--- src/rtl/bcd_countdown_timer.sv ---
// BCD elapsed/remaining timer with IDLE/RUN/PAUSE/DONE control and a registered display.
// Optional lap capture register enabled by defining LAP_CAPTURE_EN.
module bcd_countdown_timer #(
    parameter int DIGITS = 2,
    parameter int W      = 4 * DIGITS
) (
    input  logic         Clock,
    input  logic         Reset_n,
    input  logic         Tick,
    input  logic         Start,
    input  logic         Stop,
    input  logic         Clear,
    input  logic         ModeSel,
    input  logic [W-1:0] Limit,
`ifdef LAP_CAPTURE_EN
    input  logic         Lap,
    output logic [W-1:0] LapOut,
`endif
    output logic [W-1:0] Count,
    output logic [W-1:0] Display,
    output logic         Running,
    output logic         Done
);

    typedef enum logic [1:0] {
        S_IDLE  = 2'd0,
        S_RUN   = 2'd1,
        S_PAUSE = 2'd2,
        S_DONE  = 2'd3
    } state_t;

    state_t         r_state;
    state_t         w_state_next;
    logic [W-1:0]   r_count;
    logic [W-1:0]   w_count_next;
    logic [W-1:0]   r_limit;
    logic [W-1:0]   r_display;
    logic [W-1:0]   w_limit_clamped;
    logic [W-1:0]   w_count_inc;
    logic [W-1:0]   w_remaining;

    function automatic logic [W-1:0] bcd_clamp(input logic [W-1:0] v);
        logic [W-1:0] r;
        r = v;
        for (int i = 0; i < DIGITS; i++) begin
            if (v[4*i +: 4] > 4'd9) r[4*i +: 4] = 4'd9;
        end
        return r;
    endfunction

    // Carry out of the top digit is simply dropped.
    function automatic logic [W-1:0] bcd_inc(input logic [W-1:0] v);
        logic [W-1:0] r;
        logic         carry;
        r     = v;
        carry = 1'b1;
        for (int i = 0; i < DIGITS; i++) begin
            if (carry) begin
                if (v[4*i +: 4] == 4'd9) begin
                    r[4*i +: 4] = 4'd0;
                end else begin
                    r[4*i +: 4] = v[4*i +: 4] + 4'd1;
                    carry       = 1'b0;
                end
            end
        end
        return r;
    endfunction

    function automatic logic [W-1:0] bcd_sub(input logic [W-1:0] a, input logic [W-1:0] b);
        logic [W-1:0] r;
        logic         borrow;
        logic [4:0]   t;
        r      = '0;
        borrow = 1'b0;
        for (int i = 0; i < DIGITS; i++) begin
            t = {1'b0, a[4*i +: 4]} - {1'b0, b[4*i +: 4]} - {4'b0, borrow};
            if (t[4]) begin
                r[4*i +: 4] = t[3:0] + 4'd10;
                borrow      = 1'b1;
            end else begin
                r[4*i +: 4] = t[3:0];
                borrow      = 1'b0;
            end
        end
        return r;
    endfunction

    assign w_limit_clamped = bcd_clamp(Limit);
    assign w_count_inc     = bcd_inc(r_count);
    assign w_remaining     = bcd_sub(r_limit, r_count);

    always_ff @(posedge Clock or negedge Reset_n) begin
        if (!Reset_n) begin
            r_state <= S_IDLE;
            r_count <= '0;
        end else begin
            // NOTE: non-blocking assignments so every register samples pre-edge values.
            r_state <= w_state_next;
            r_count <= w_count_next;
        end
    end

    always_comb begin
        // NOTE: defaults first, so no path through this block infers a latch.
        w_state_next = r_state;
        w_count_next = r_count;
        if (Clear) begin
            w_state_next = S_IDLE;
            w_count_next = '0;
        end else begin
            case (r_state)
                S_IDLE: begin
                    if (Start) begin
                        w_count_next = '0;
                        w_state_next = (w_limit_clamped == '0) ? S_DONE : S_RUN;
                    end
                end
                S_RUN: begin
                    if (Stop) begin
                        w_state_next = S_PAUSE;
                    end else if (Tick) begin
                        w_count_next = w_count_inc;
                        if (w_count_inc == r_limit) w_state_next = S_DONE;
                    end
                end
                S_PAUSE: begin
                    if (!Stop && Start) w_state_next = S_RUN;
                end
                S_DONE:  w_state_next = S_DONE;
                default: w_state_next = S_IDLE;
            endcase
        end
    end

    always_comb begin
        Running = (r_state == S_RUN);
        Done    = (r_state == S_DONE);
        Count   = r_count;
        Display = r_display;
    end

    // In IDLE the limit tracks the input so the remaining display previews it.
    always_ff @(posedge Clock or negedge Reset_n) begin
        if (!Reset_n) begin
            r_limit <= '0;
        end else if (r_state == S_IDLE) begin
            r_limit <= w_limit_clamped;
        end
    end

    always_ff @(posedge Clock or negedge Reset_n) begin
        if (!Reset_n) begin
            r_display <= '0;
        end else begin
            r_display <= ModeSel ? w_remaining : r_count;
        end
    end

`ifdef LAP_CAPTURE_EN
    logic [W-1:0] r_lap;

    always_ff @(posedge Clock or negedge Reset_n) begin
        if (!Reset_n) begin
            r_lap <= '0;
        end else if (Clear) begin
            r_lap <= '0;
        end else if (r_state == S_RUN && Lap) begin
            r_lap <= r_display;
        end
    end

    assign LapOut = r_lap;
`endif

endmodule

--- config.mk ---
export PLATFORM = sky130hd
export DESIGN_NAME = bcd_countdown_timer
export DESIGN_NICKNAME = d
export VERILOG_FILES = /design/src/rtl/bcd_countdown_timer.sv
export SDC_FILE = /design/constraint.sdc
export NUM_CORES = 1
export LEC_CHECK = 0
export ABC_AREA = 0
export BUFFER_PORTS_ARGS = -buffer_cell sky130_fd_sc_hd__buf_2
export CAP_MARGIN = 40
export CORE_AREA = 2 2 77 79
export DETAILED_ROUTE_END_ITERATION = 8
export DIE_AREA = 0 0 79 81
export GPL_TIMING_DRIVEN = 1
export HOLD_SLACK_MARGIN = 0.12
export PLACE_DENSITY_LB_ADDON = 0.05
export SLEW_MARGIN = 20
export SYNTH_ARGS = -nofsm -noshare
export SYNTH_HDL_FRONTEND = slang
export SYNTH_SLANG_ARGS = --single-unit
--- constraint.sdc ---
create_clock -name Clock -period 4.75 [get_ports Clock]
set_clock_uncertainty 0.15 [all_clocks]
set_input_delay 0.95 -clock Clock [delete_from_list [all_inputs] [get_ports Clock]]
set_output_delay 0.95 -clock Clock [all_outputs]
set_load 0.05 [all_outputs]
# Word level (Yosys, flattened, before mapping)
# Index checks and enable logic that the tools add are counted.
# W data, S select, Z words.
totals:
  latchBits: 0
  romBits: 0
  inputBits: 15
  mem_bits_rw: 0
  mem_count: 0
  register_bits: 26
  out_inout_bits: 18
  wordCells: 55
op_classes:
  shift: 0
  bitwise_logic: 0
  reduce_logical: 7
  muxes: 23
  multipliers: 0
  magnitude_cmp: 2
  div: 0
  add_sub_neg: 7
  n_eq_ne: 12
op_table:
  columns: ["cell", "count"]
  rows:
  - ["$mux W8", 5]
  - ["$mux W4", 7]
  - ["$pmux W8 S2", 1]
  - ["$mux W2", 7]
  - ["$ne A3 B3 Y1 const B", 4]
  - ["$sub A4 B4 Y5", 2]
  - ["$add A4 B1 Y4 const B", 2]
  - ["$add A4 B4 Y4 const B", 2]
  - ["$eq A4 B4 Y1 const B", 2]
  - ["$eq A8 B8 Y1", 1]
  - ["$gt A4 B4 Y1 const B", 2]
  - ["$logic_not A8 Y1", 1]
  - ["$pmux W2 S4", 1]
  - ["$reduce_and A4 Y1", 2]
  - ["$sub A5 B1 Y5", 1]
  - ["$eq A2 B2 Y1 const B", 2]
  - ["$ne A4 B3 Y1 const B", 1]
  - ["$ne A4 B4 Y1 const B", 1]
  - ["$reduce_bool A3 Y1", 1]
  - ["$eq A2 B1 Y1 const B", 1]
  - ["$logic_not A2 Y1", 1]
  - ["$mux W1", 2]
  - ["$logic_and A1 B1 Y1", 1]
  - ["$logic_not A1 Y1", 1]

# Depth between registers and ports, before layout
# Gate-level depths: netlist of the first run.
logic_depth:
  ltp_word: 9
  depth_mapped: 14
  mapped_depth_nobuf: 14

# Worst setup path before layout of the first run
# Ideal clock, no wire load.
synth_path:
  kind: "register -> register"
  startpoint: "reg r_count[1] (netlist: Count[1])"
  endpoint: "reg r_display[6] (netlist: Display[6])"
  stages_incl_launch_ff: 13
  setup_time_ps: 125
  slack_ps: 740
  required_ps: 4475
  arrival_ps: 3735
  path_cell_list: "dfrtp_1 -> buf_2 -> inv_1 -> fa_1 -> a21o_1 -> a21o_1 -> fa_1 -> fa_1 -> nand2b_1 -> a21oi_1 -> xnor2_1 -> mux2_2 -> mux2_2"
synth_via:
  elab_chain_len: 6
synth_lines:
  columns: ["item", "line_no", "text"]
  rows:
  - ["start, declared", "34", "logic [W-1:0] r_count;"]
  - ["start signal, assigned", "100", "r_count <= w_count_next;"]
  - ["$sub A4 B4 Y5 *", "77", "t = {1'b0, a[4*i +: 4]} - {1'b0, b[4*i +: 4]} - {4'b0, borrow};"]
  - ["$mux W1 *", "78", "if (t[4]) begin"]
  - ["$sub A5 B1 Y5 *", "77", null]
  - ["$add A4 B4 Y4", "79", "r[4*i +: 4] = t[3:0] + 4'd10;"]
  - ["$mux W4 *", "78", null]
  - ["$mux W8 *", "156", "r_display <= ModeSel ? w_remaining : r_count;"]
  - ["end signal, assigned", "156", null]
  - ["end, declared", "37", "logic [W-1:0] r_display;"]
# Every way passes the cells marked *; elsewhere a longest branch is shown, timed or not.
# A chain may end at the register's enable or synchronous reset.

# Final worst setup path of the first run
layout_path:
  startpoint: "reg r_count[0] (netlist: Count[0])"
  endpoint: "reg r_display[6] (netlist: Display[6])"
# Same word-level chain as after synthesis.

==> results of run 1 <==
cell type report:
type                       instances  share of cell area
multi-input combinational        169               0.551
sequential                        26               0.291
timing repair buffer              32              0.0717
tap                               75              0.0420
inverter                          15              0.0252
clock buffer                       3              0.0185
sequential cells by signal (all words and copies together), names as in the netlist:
signal / count
Count: 8
Display: 8
r_limit: 8
r_state: 2
critical path, stage by stage, from the launching register on:
cell and delay, ns:
dfrtp_1 0.68, ha_1 0.23, inv_1 0.06, fa_1 0.41, a21o_1 0.20, a21o_1 0.23
fa_1 0.43, fa_1 0.40, nand2b_1 0.16, a21oi_1 0.17, xnor2_1 0.22, mux2_2 0.37
mux2_2 0.26
cell families after synthesis:
logic type	count (synthesis)	synth area share
multiplexers	9	0.0500
AO/OA/AOI/OAI	62	0.185
flip-flops	26	0.329
XOR/XNOR	13	0.0645
AND/OR/NAND/NOR	68	0.204
buffers and inverters	23	0.0487
adder cells (fa/ha/maj)	17	0.119
path summary, 6_finish.rpt:
path | endpoint | slack (ns) | from | depth (start not counted)
setup / recovery | Display[6]$_DFF_PN0_ | 0.67 | Count[0]$_DFFE_PN0P_ | 12
hold / removal | r_limit[7]$_DFFE_PN0P_ | 0.38 | r_limit[7]$_DFFE_PN0P_ | 1
setup reg to reg | Display[6]$_DFF_PN0_ | 0.67 | Count[0]$_DFFE_PN0P_ | 12
hold reg to reg | r_limit[7]$_DFFE_PN0P_ | 0.38 | r_limit[7]$_DFFE_PN0P_ | 1
max in group asynchronous | Count[4]$_DFFE_PN0P_ | 3.51 | Reset_n | 1
min in group asynchronous | Display[5]$_DFF_PN0_ | 0.53 | Reset_n | 1
routing by layer:
layer  up-vias  GRT usage  share of wire
li1        831          -              -
met1       746      0.226           0.50
met2        39      0.260           0.45
met3         2     0.0222          0.038
met4         0     0.0431         0.0058
met5         -          0              0
per-stage QoR:
step / cells / instance area [µm²] / hold slack (ns)
final: 320 / 2230 / 0.383
after global routing: 320 / 2230 / 0.423
after CTS: 320 / 2230 / 0.384
after detailed placement: 317 / 2190 / 0.360
after global placement: 317 / 2190 / 0.348
after floorplan: 218 / 1980 / 0.329
power by group through the flow:
stage | Clock, mW | Sequential (mW) | Combinational [mW]
2_1_floorplan | 0 | 0.329 | 0.147
3_3_place_gp | 0 | 0.281 | 0.263
3_5_place_dp | 0 | 0.281 | 0.261
4_1_cts | 0.141 | 0.276 | 0.263
5_1_grt | 0.151 | 0.281 | 0.291
6_report | 0.135 | 0.276 | 0.259
layout by cell type (no fill, tap or decap), types with 4 or more instances in the layout:
master    count
buf_2        32
dfrtp_1      26
o21ai_0      24
a21oi_1      17
nand2_1      16
inv_1        15
ha_1         14
nor2_1       11
nand2b_1      8
mux2_2        7
xor2_1        6
xnor2_1       6
nand3_1       4
==> impl_metrics.py, run 1 <==
metrics = {
    "detailed_routing": {
        "final_antenna_net_count": 0,
        "remaining_drc_errors": 0,
        "routed_wl_um": 4630,
        "routed_via_density": 5.06,
        "dr.first_iter.drc_count": 67,
        "wire_per_inst_um": 14.5,
        "first_pass_iters": 4,
        "vias": 1618,
    },
    "worst_setup_path": {
        "crit_fanout": 17,
        "cp-start-kind": "flop",
        "cp-end-kind": "flop",
        "worstPathRequired_ns": 4.77,
        "path_class": "flop to flop",
        "arrival_ns": 4.10,
    },
    "timing": {
        "worstMarginPinSlew_ns": 0.727,
        "fmaxAchievable_mhz": 245,
        "rsz0062_at_grt": "no",
        "hold_viol_final": 0,
        "slew_headroom": 0.510,
        "slew_viol_final": 0,
        "fin_ws_ns": 0.668,
        "min_period_ns": 4.08,
        "finalCritPeriodShare": 0.859,
        "finalSetupTns_ns": 0,
        "setup_viol": 0,
    },
    "global_routing": {
        "grt_start_max_net_pins": 27,
        "grt_pass1_vias": 1592,
        "antenna_found_initial": 0,
        "grt_usage": 0.161,
        "gr-total-overflow": 0,
        "grt_pass1_wl_um": 8040,
    },
    "clock_tree": {
        "cts_buffer_depth": 2,
        "post_cts_buffers": 0,
        "clkTransAtPathRegs_ns": 0.10,
        "cts_sinks": 26,
        "clkLatencyLatePin_ns": 0.28,
        "cts_buffers": 3,
        "postCtsHoldBufs": 0,
        "htreeDepth": 1,
        "cts-root-buf": "clkbuf_8",
        "cts_resized": 0,
        "cts_tree": "yes",
    },
    "run": {
        "max-cap-violations": 0,
    },
    "synthesis": {
        "synth-seq-area-share": 0.329,
        "synth_top_cell_area_share": 0.329,
        "postSynth.asyncResetShare": 1.00,
        "ys_types": 53,
        "syn_inst": 218,
        "synthTopCellsByCount": "dfrtp_1, o21ai_0, a21oi_1",
        "netlist_area_um2": 1980,
        "synthMostInstantiatedCell": "dfrtp_1",
        "ys_ff_latch": 26,
        "synth-edff-count": 0,
        "yosysWarnings": 0,
        "synth_top_area_cell": "dfrtp_1",
        "avgSynthCellArea_um2": 9.07,
        "syn_nets": 250,
        "ys_top_cells_by_area": "dfrtp_1, ha_1, o21ai_0",
        "yosys_most_used_dff": "dfrtp_1",
    },
    "power_and_ir_drop": {
        "powerDensity_nw_per_um2": 300,
        "p_clk_frac": 0.202,
        "power.internal_uw": 407,
        "leakagePower_nw": 1.00,
        "p_sw_frac": 0.394,
        "p_seq_frac": 0.412,
        "p_comb_frac": 0.386,
        "switchingPower_uw": 264,
        "irDropWorstVdd_uv": 116,
        "power_uw": 671,
    },
    "worst_hold_path": {
        "min_path_type": "flop to flop",
    },
    "floorplanning": {
        "rows": 28,
        "dieHeight_um": 81,
        "io_pins": 33,
        "start_util": 0.349,
        "fp.dieW_um": 79,
        "core_area_um2": 5680,
        "dieArea_um2": 6400,
    },
    "outcome": {
        "outcome": "complete, no violations",
    },
    "place": {
        "globalplace.congestion": 0.773,
        "hpwl_um": 3470,
        "io_buffers": 32,
        "dp_worst_setup_slack_ns": 0.695,
    },
    "final_layout": {
        "utilization": 0.394,
        "fillers": 605,
        "layout.nets": 279,
        "n_antenna_cell": 0,
        "register_area_um2": 651,
        "drive_above_1_share": 0.192,
        "areaGrowthSynthToFinish_pct": 12.9,
        "multi_input_area_um2": 1230,
    },
}
Note: power is estimated with default switching activity, not from simulation.
==> run 2: changes to the inputs <==
--- a/config.mk
+++ b/config.mk
@@ -14,7 +14,9 @@
 export GPL_TIMING_DRIVEN = 1
 export HOLD_SLACK_MARGIN = 0.12
 export PLACE_DENSITY_LB_ADDON = 0.05
+export RECOVER_POWER = 50
 export SLEW_MARGIN = 20
 export SYNTH_ARGS = -nofsm -noshare
 export SYNTH_HDL_FRONTEND = slang
 export SYNTH_SLANG_ARGS = --single-unit
+export TNS_END_PERCENT = 20
==> constraint.sdc (replaced) <==
create_clock -name Clock -period 4.6 [get_ports Clock]
set_clock_uncertainty 0.15 [all_clocks]
set_input_delay 0.92 -clock Clock [delete_from_list [all_inputs] [get_ports Clock]]
set_output_delay 0.92 -clock Clock [all_outputs]
set_load 0.05 [all_outputs]
==> run 2 against run 1 <==
  * Design area increased by 0.50%
  * Hold slack got worse by 0.012 ns
  * Via count increased by 1.1%
  * Sequential cell count unchanged
  * The flow now finishes with violations (max-capacitance violations, max-slew violations)
  * Routed wire length increased by 0.41%
  * Die area unchanged
==> impl_metrics.py, run 2 (synthesis results as in run 1) <==
metrics = {
    "global_routing": {
        "busiest_layer": "met2",
        "grt_usage": 0.160,
        "grt_pass1_wl_um": 8020,
        "grt_pass1_vias": 1602,
        "grt_start_max_net_pins": 27,
        "antenna_found_initial": 0,
        "met3_usage": 0.0233,
        "gr-total-overflow": 0,
        "grt_use_met2": 0.264,
        "grtUsageMet1": 0.222,
    },
    "power_and_ir_drop": {
        "leakagePower_nw": 1.00,
        "p_seq_frac": 0.399,
        "p_sw_frac": 0.390,
        "p_clk_frac": 0.228,
        "irDropWorstVdd_uv": 139,
        "p_comb_frac": 0.374,
        "power.internal_uw": 437,
        "switchingPower_uw": 279,
        "powerDensity_nw_per_um2": 319,
    },
    "worst_hold_path": {
        "hold_end": "r_limit[7]$_DFFE_PN0P_",
        "holdCritStartpoint": "r_limit[7]$_DFFE_PN0P_",
        "min_path_type": "flop to flop",
        "whs_path_depth": 1,
    },
    "worst_setup_path": {
        "arrival_ns": 4.08,
        "crit_buf_inv": 1,
        "rrSetupSlack_ns": 0.54,
        "reg2regPathDepth": 12,
        "cp-start-kind": "flop",
        "cp-end-kind": "flop",
        "crit_family": "adder cells",
        "crit_slowest_cell": "dfrtp_1",
        "path_common_cell": "fa_1",
        "r2r-end": "Display[6]$_DFF_PN0_",
        "worstPathRequired_ns": 4.63,
        "worst-path-stages": 12,
        "path_class": "flop to flop",
        "path_cells": "ha_1 -> inv_1 -> fa_1 -> a21o_1 -> a21o_1 -> fa_1 -> fa_1 -> nand2b_1 -> a21oi_1 -> xnor2_1 -> mux2_2 -> mux2_2",
        "cpPeakStageDelay_ns": 0.67,
        "crit_fanout": 17,
        "reg2reg_from": "Count[0]$_DFFE_PN0P_",
    },
    "timing": {
        "setup_viol": 0,
        "finalSetupTns_ns": 0,
        "finalCritPeriodShare": 0.882,
        "slew_viol_final": 27,
        "hold_viol_final": 0,
        "worstMarginPinSlew_ns": 1.55,
        "min_period_ns": 4.06,
        "rsz0062_at_grt": "no",
        "hold_ws_ns": 0.371,
        "fmaxAchievable_mhz": 247,
        "slew_headroom": -0.0321,
    },
    "place": {
        "globalplace.congestion": 0.773,
        "dpl_cell_area_um2": 2190,
        "io_buffers": 32,
        "hpwl_um": 3520,
    },
    "run": {
        "max-cap-violations": 1,
    },
    "clock_tree": {
        "cts_sinks": 26,
        "post_cts_buffers": 0,
        "htreeDepth": 1,
        "cts_buffers": 3,
        "clkTransAtPathRegs_ns": 0.10,
        "cts_resized": 0,
        "clkLatencyLatePin_ns": 0.28,
        "postCtsHoldBufs": 0,
        "cts-root-buf": "clkbuf_8",
        "cts_buffer_depth": 2,
        "cts_tree": "yes",
    },
    "outcome": {
        "outcome": "finished with violations",
        "violations": "max-capacitance violations, max-slew violations",
    },
    "detailed_routing": {
        "vias": 1636,
        "routed_wl_um": 4650,
        "remaining_drc_errors": 0,
        "final_antenna_net_count": 0,
        "first_pass_iters": 4,
        "wire_per_inst_um": 14.5,
        "routed_via_density": 5.10,
        "dr.first_iter.drc_count": 42,
    },
    "final_layout": {
        "mostFrequentLayoutCells": "buf_2, dfrtp_1, o21ai_0",
        "areaGrowthSynthToFinish_pct": 13.5,
        "drive_above_1_share": 0.183,
        "fillers": 619,
        "n_antenna_cell": 0,
        "layout.nets": 279,
        "register_area_um2": 651,
        "final_common_cell": "buf_2",
        "fin_area_um2": 2240,
        "multi_input_area_um2": 1230,
    },
    "floorplanning": {
        "dieArea_um2": 6400,
        "dieHeight_um": 81,
        "start_util": 0.349,
        "core_area_um2": 5680,
        "rows": 28,
        "io_pins": 33,
        "fp.dieW_um": 79,
    },
}
-- run 2: area by class of cell --
type	instances	area share
multi-input cells	169	0.548
flip-flops and latches	26	0.290
repair buffers	32	0.0702
well taps	75	0.0418
inverters	15	0.0251
clock buffers	4	0.0245
-- run 2: stage by stage --
stage	worst slack, ns	instances	power [mW]	util
finish	0.544	321	0.717	0.396
global route	0.260	321	0.767	0.396
CTS	0.538	321	0.725	0.396
detailed placement	0.565	317	0.560	0.386
global placement	0.632	317	0.562	0.386
floorplan	0.590	218	0.492	-
-- run 2: how the worst max path moves through the flow --
stage	startpoint	slack (ns)	endpoint
floorplan	Count[1]$_DFFE_PN0P_	0.59	Display[6]$_DFF_PN0_
CTS	Count[0]$_DFFE_PN0P_	0.54	Display[6]$_DFF_PN0_
global route	Count[0]$_DFFE_PN0P_	0.26	Display[6]$_DFF_PN0_
finish	Count[0]$_DFFE_PN0P_	0.54	Display[6]$_DFF_PN0_
global placement	Count[0]$_DFFE_PN0P_	0.63	Display[6]$_DFF_PN0_
detailed placement	Count[0]$_DFFE_PN0P_	0.57	Display[6]$_DFF_PN0_
-- run 2: worst register-to-register path, stage by stage, from the launching register on --
cell,delay (ns)
dfrtp_1,0.67
ha_1,0.23
inv_1,0.06
fa_1,0.40
a21o_1,0.20
a21o_1,0.23
fa_1,0.42
fa_1,0.40
nand2b_1,0.16
a21oi_1,0.17
xnor2_1,0.22
mux2_2,0.37
mux2_2,0.26
-- run 2: layer usage --
metal / vias to the layer above / part of all wire / wire length, µm
li1: 833 / - / -
met1: 766 / 0.51 / 2390
met2: 33 / 0.45 / 2070
met3: 4 / 0.033 / 154
met4: 0 / 0.0062 / 29
met5: - / 0 / 0
-- run 2: power groups by stage --
stage	Combinational (mW)	Sequential, mW	Clock, mW
final	0.268	0.286	0.163
after global routing	0.302	0.291	0.174
after CTS	0.272	0.286	0.168
after detailed placement	0.270	0.290	0
after global placement	0.272	0.290	0
after floorplan	0.151	0.340	0
==> run 3: changes to the inputs <==
--- a/config.mk
+++ b/config.mk
@@ -8,6 +8,8 @@
 export ABC_AREA = 0
 export BUFFER_PORTS_ARGS = -buffer_cell sky130_fd_sc_hd__buf_2
 export CAP_MARGIN = 40
+export CELL_PAD_IN_SITES_DETAIL_PLACEMENT = 1
+export CELL_PAD_IN_SITES_GLOBAL_PLACEMENT = 1
 export CORE_AREA = 2 2 77 79
 export DETAILED_ROUTE_END_ITERATION = 8
 export DIE_AREA = 0 0 79 81
==> run 3 against run 2 <==
  * The flow now finishes without violations
  * Highest routed layer unchanged
  * Register-to-register slack improved by 0.17 ns
  * Hold slack better by 0.014 ns
  * Largest cell class unchanged
  * Critical path type unchanged
  * Die area did not move
  * Clock power rose by 23%
  * Via count grew 3.2%
  * Critical endpoint unchanged
==> impl_metrics.py, run 3 (synthesis results as in run 1) <==
metrics = {
    "outcome": {
        "outcome": "complete, no violations",
    },
    "final_layout": {
        "areaGrowthSynthToFinish_pct": 14.6,
        "n_antenna_cell": 0,
        "fin_area_um2": 2270,
        "drive_above_1_share": 0.182,
        "utilization": 0.399,
        "mostFrequentLayoutCells": "buf_2, dfrtp_1, o21ai_0",
        "layout.nets": 280,
        "final_common_cell": "buf_2",
        "fillers": 700,
    },
    "worst_setup_path": {
        "cp-end-kind": "flop",
        "worstPathRequired_ns": 4.63,
        "path_cells": "inv_1 -> fa_1 -> a21o_1 -> a21o_1 -> fa_1 -> fa_1 -> nand2b_1 -> a21oi_1 -> xnor2_1 -> mux2_2 -> mux2_2",
        "path_common_cell": "fa_1",
        "crit_family": "adder cells",
        "critical_path.endpoint": "Display[6]$_DFF_PN0_",
        "crit_fanout": 10,
        "crit_buf_inv": 1,
        "crit_slowest_cell": "dfrtp_1",
        "cpPeakStageDelay_ns": 0.54,
        "reg2reg_from": "Count[1]$_DFFE_PN0P_",
        "crit_path_start": "Count[1]$_DFFE_PN0P_",
        "reg2regPathDepth": 11,
        "cp-start-kind": "flop",
        "r2r-end": "Display[6]$_DFF_PN0_",
        "arrival_ns": 3.91,
        "worst-path-stages": 11,
        "rrSetupSlack_ns": 0.72,
        "path_class": "flop to flop",
    },
    "power_and_ir_drop": {
        "power.internal_uw": 478,
        "p_sw_frac": 0.370,
        "powerDensity_nw_per_um2": 334,
        "p_clk_frac": 0.265,
        "p_comb_frac": 0.361,
        "p_seq_frac": 0.375,
        "power_uw": 758,
        "leakagePower_nw": 1.01,
        "irDropWorstVdd_uv": 133,
        "switchingPower_uw": 280,
    },
    "floorplanning": {
        "io_pins": 33,
        "rows": 28,
        "start_util": 0.349,
        "dieArea_um2": 6400,
        "dieHeight_um": 81,
        "fp.dieW_um": 79,
        "core_area_um2": 5680,
    },
    "clock_tree": {
        "cts_resized": 0,
        "postCtsHoldBufs": 0,
        "cts_sinks": 26,
        "clkLatencyLatePin_ns": 0.28,
        "cts-root-buf": "clkbuf_8",
        "cts_tree": "yes",
        "cts_buffer_depth": 2,
        "htreeDepth": 1,
        "post_cts_buffers": 0,
        "clkTransAtPathRegs_ns": 0.11,
        "cts_buffers": 3,
    },
    "timing": {
        "worstMarginPinSlew_ns": 1.46,
        "slew_viol_final": 0,
        "min_period_ns": 3.88,
        "finalSetupTns_ns": 0,
        "setup_viol": 0,
        "slew_headroom": 0.0239,
        "fmaxAchievable_mhz": 258,
        "finalCritPeriodShare": 0.844,
        "hold_viol_final": 0,
        "fin_ws_ns": 0.717,
        "rsz0062_at_grt": "no",
    },
    "detailed_routing": {
        "first_pass_iters": 4,
        "routed_wl_um": 5010,
        "dr.first_iter.drc_count": 53,
        "remaining_drc_errors": 0,
        "routed_via_density": 5.25,
        "vias": 1689,
        "final_antenna_net_count": 0,
        "wire_per_inst_um": 15.6,
    },
    "global_routing": {
        "grt_pass1_wl_um": 8470,
        "antenna_found_initial": 0,
        "grt_usage": 0.169,
        "grt_pass1_vias": 1675,
        "gr-total-overflow": 0,
        "grt_start_max_net_pins": 27,
    },
    "worst_hold_path": {
        "min_path_type": "flop to flop",
        "whs_path_depth": 1,
    },
    "run": {
        "max-cap-violations": 0,
    },
    "place": {
        "hpwl_um": 3900,
        "dpl_cell_area_um2": 2200,
        "dp_worst_setup_slack_ns": 0.670,
        "globalplace.congestion": 0.745,
        "io_buffers": 32,
    },
}
==> run 3: worst reg2reg max path: stages (launching register included) <==
cell      delay [ns]
dfrtp_1         0.54
inv_1           0.19
fa_1            0.49
a21o_1          0.19
a21o_1          0.23
fa_1            0.42
fa_1            0.41
nand2b_1        0.15
a21oi_1         0.17
xnor2_1         0.22
mux2_2          0.37
mux2_2          0.25
==> run 3: layout make-up <==
class                           instances  area [µm²]  area share
Clock buffer                            3        41.3      0.0182
Timing Repair Buffer                   33         164      0.0723
Sequential cell                        26         651       0.287
Inverter                               15        56.3      0.0248
Tap cell                               75        93.8      0.0414
Multi-Input combinational cell        169        1230       0.543
Clock inverter                          1        30.0      0.0132
==> run 3: how the worst min path moves through the flow <==
stage | slack, ns | start | end
final | 0.39 | r_limit[7]$_DFFE_PN0P_ | r_limit[7]$_DFFE_PN0P_
after global routing | 0.42 | r_limit[7]$_DFFE_PN0P_ | r_limit[7]$_DFFE_PN0P_
after CTS | 0.39 | r_limit[7]$_DFFE_PN0P_ | r_limit[7]$_DFFE_PN0P_
after detailed placement | 0.36 | r_limit[7]$_DFFE_PN0P_ | r_limit[7]$_DFFE_PN0P_
after global placement | 0.34 | r_limit[7]$_DFFE_PN0P_ | r_limit[7]$_DFFE_PN0P_
after floorplan | 0.33 | r_limit[7]$_DFFE_PN0P_ | r_limit[7]$_DFFE_PN0P_
==> run 3: metal layers <==
metal	up-vias	share of wire	GRT usage
met2	22	0.46	0.271
met4	0	0.0042	0.0362
li1	835	-	-
met1	830	0.51	0.244
met3	2	0.024	0.0211
met5	-	0	0
==> run 3: through the flow <==
step / hold slack [ns] / cells
floorplan: 0.329 / 218
global placement: 0.340 / 318
detailed placement: 0.361 / 318
CTS: 0.387 / 322
global route: 0.417 / 322
finish: 0.385 / 322
==> run 3: power by group through the flow <==
stage / Sequential, mW / Clock (mW) / Combinational, mW
after floorplan: 0.340 / 0 / 0.151
after global placement: 0.287 / 0 / 0.277
after detailed placement: 0.289 / 0 / 0.278
after CTS: 0.284 / 0.206 / 0.279
after global routing: 0.288 / 0.213 / 0.308
final: 0.284 / 0.201 / 0.273
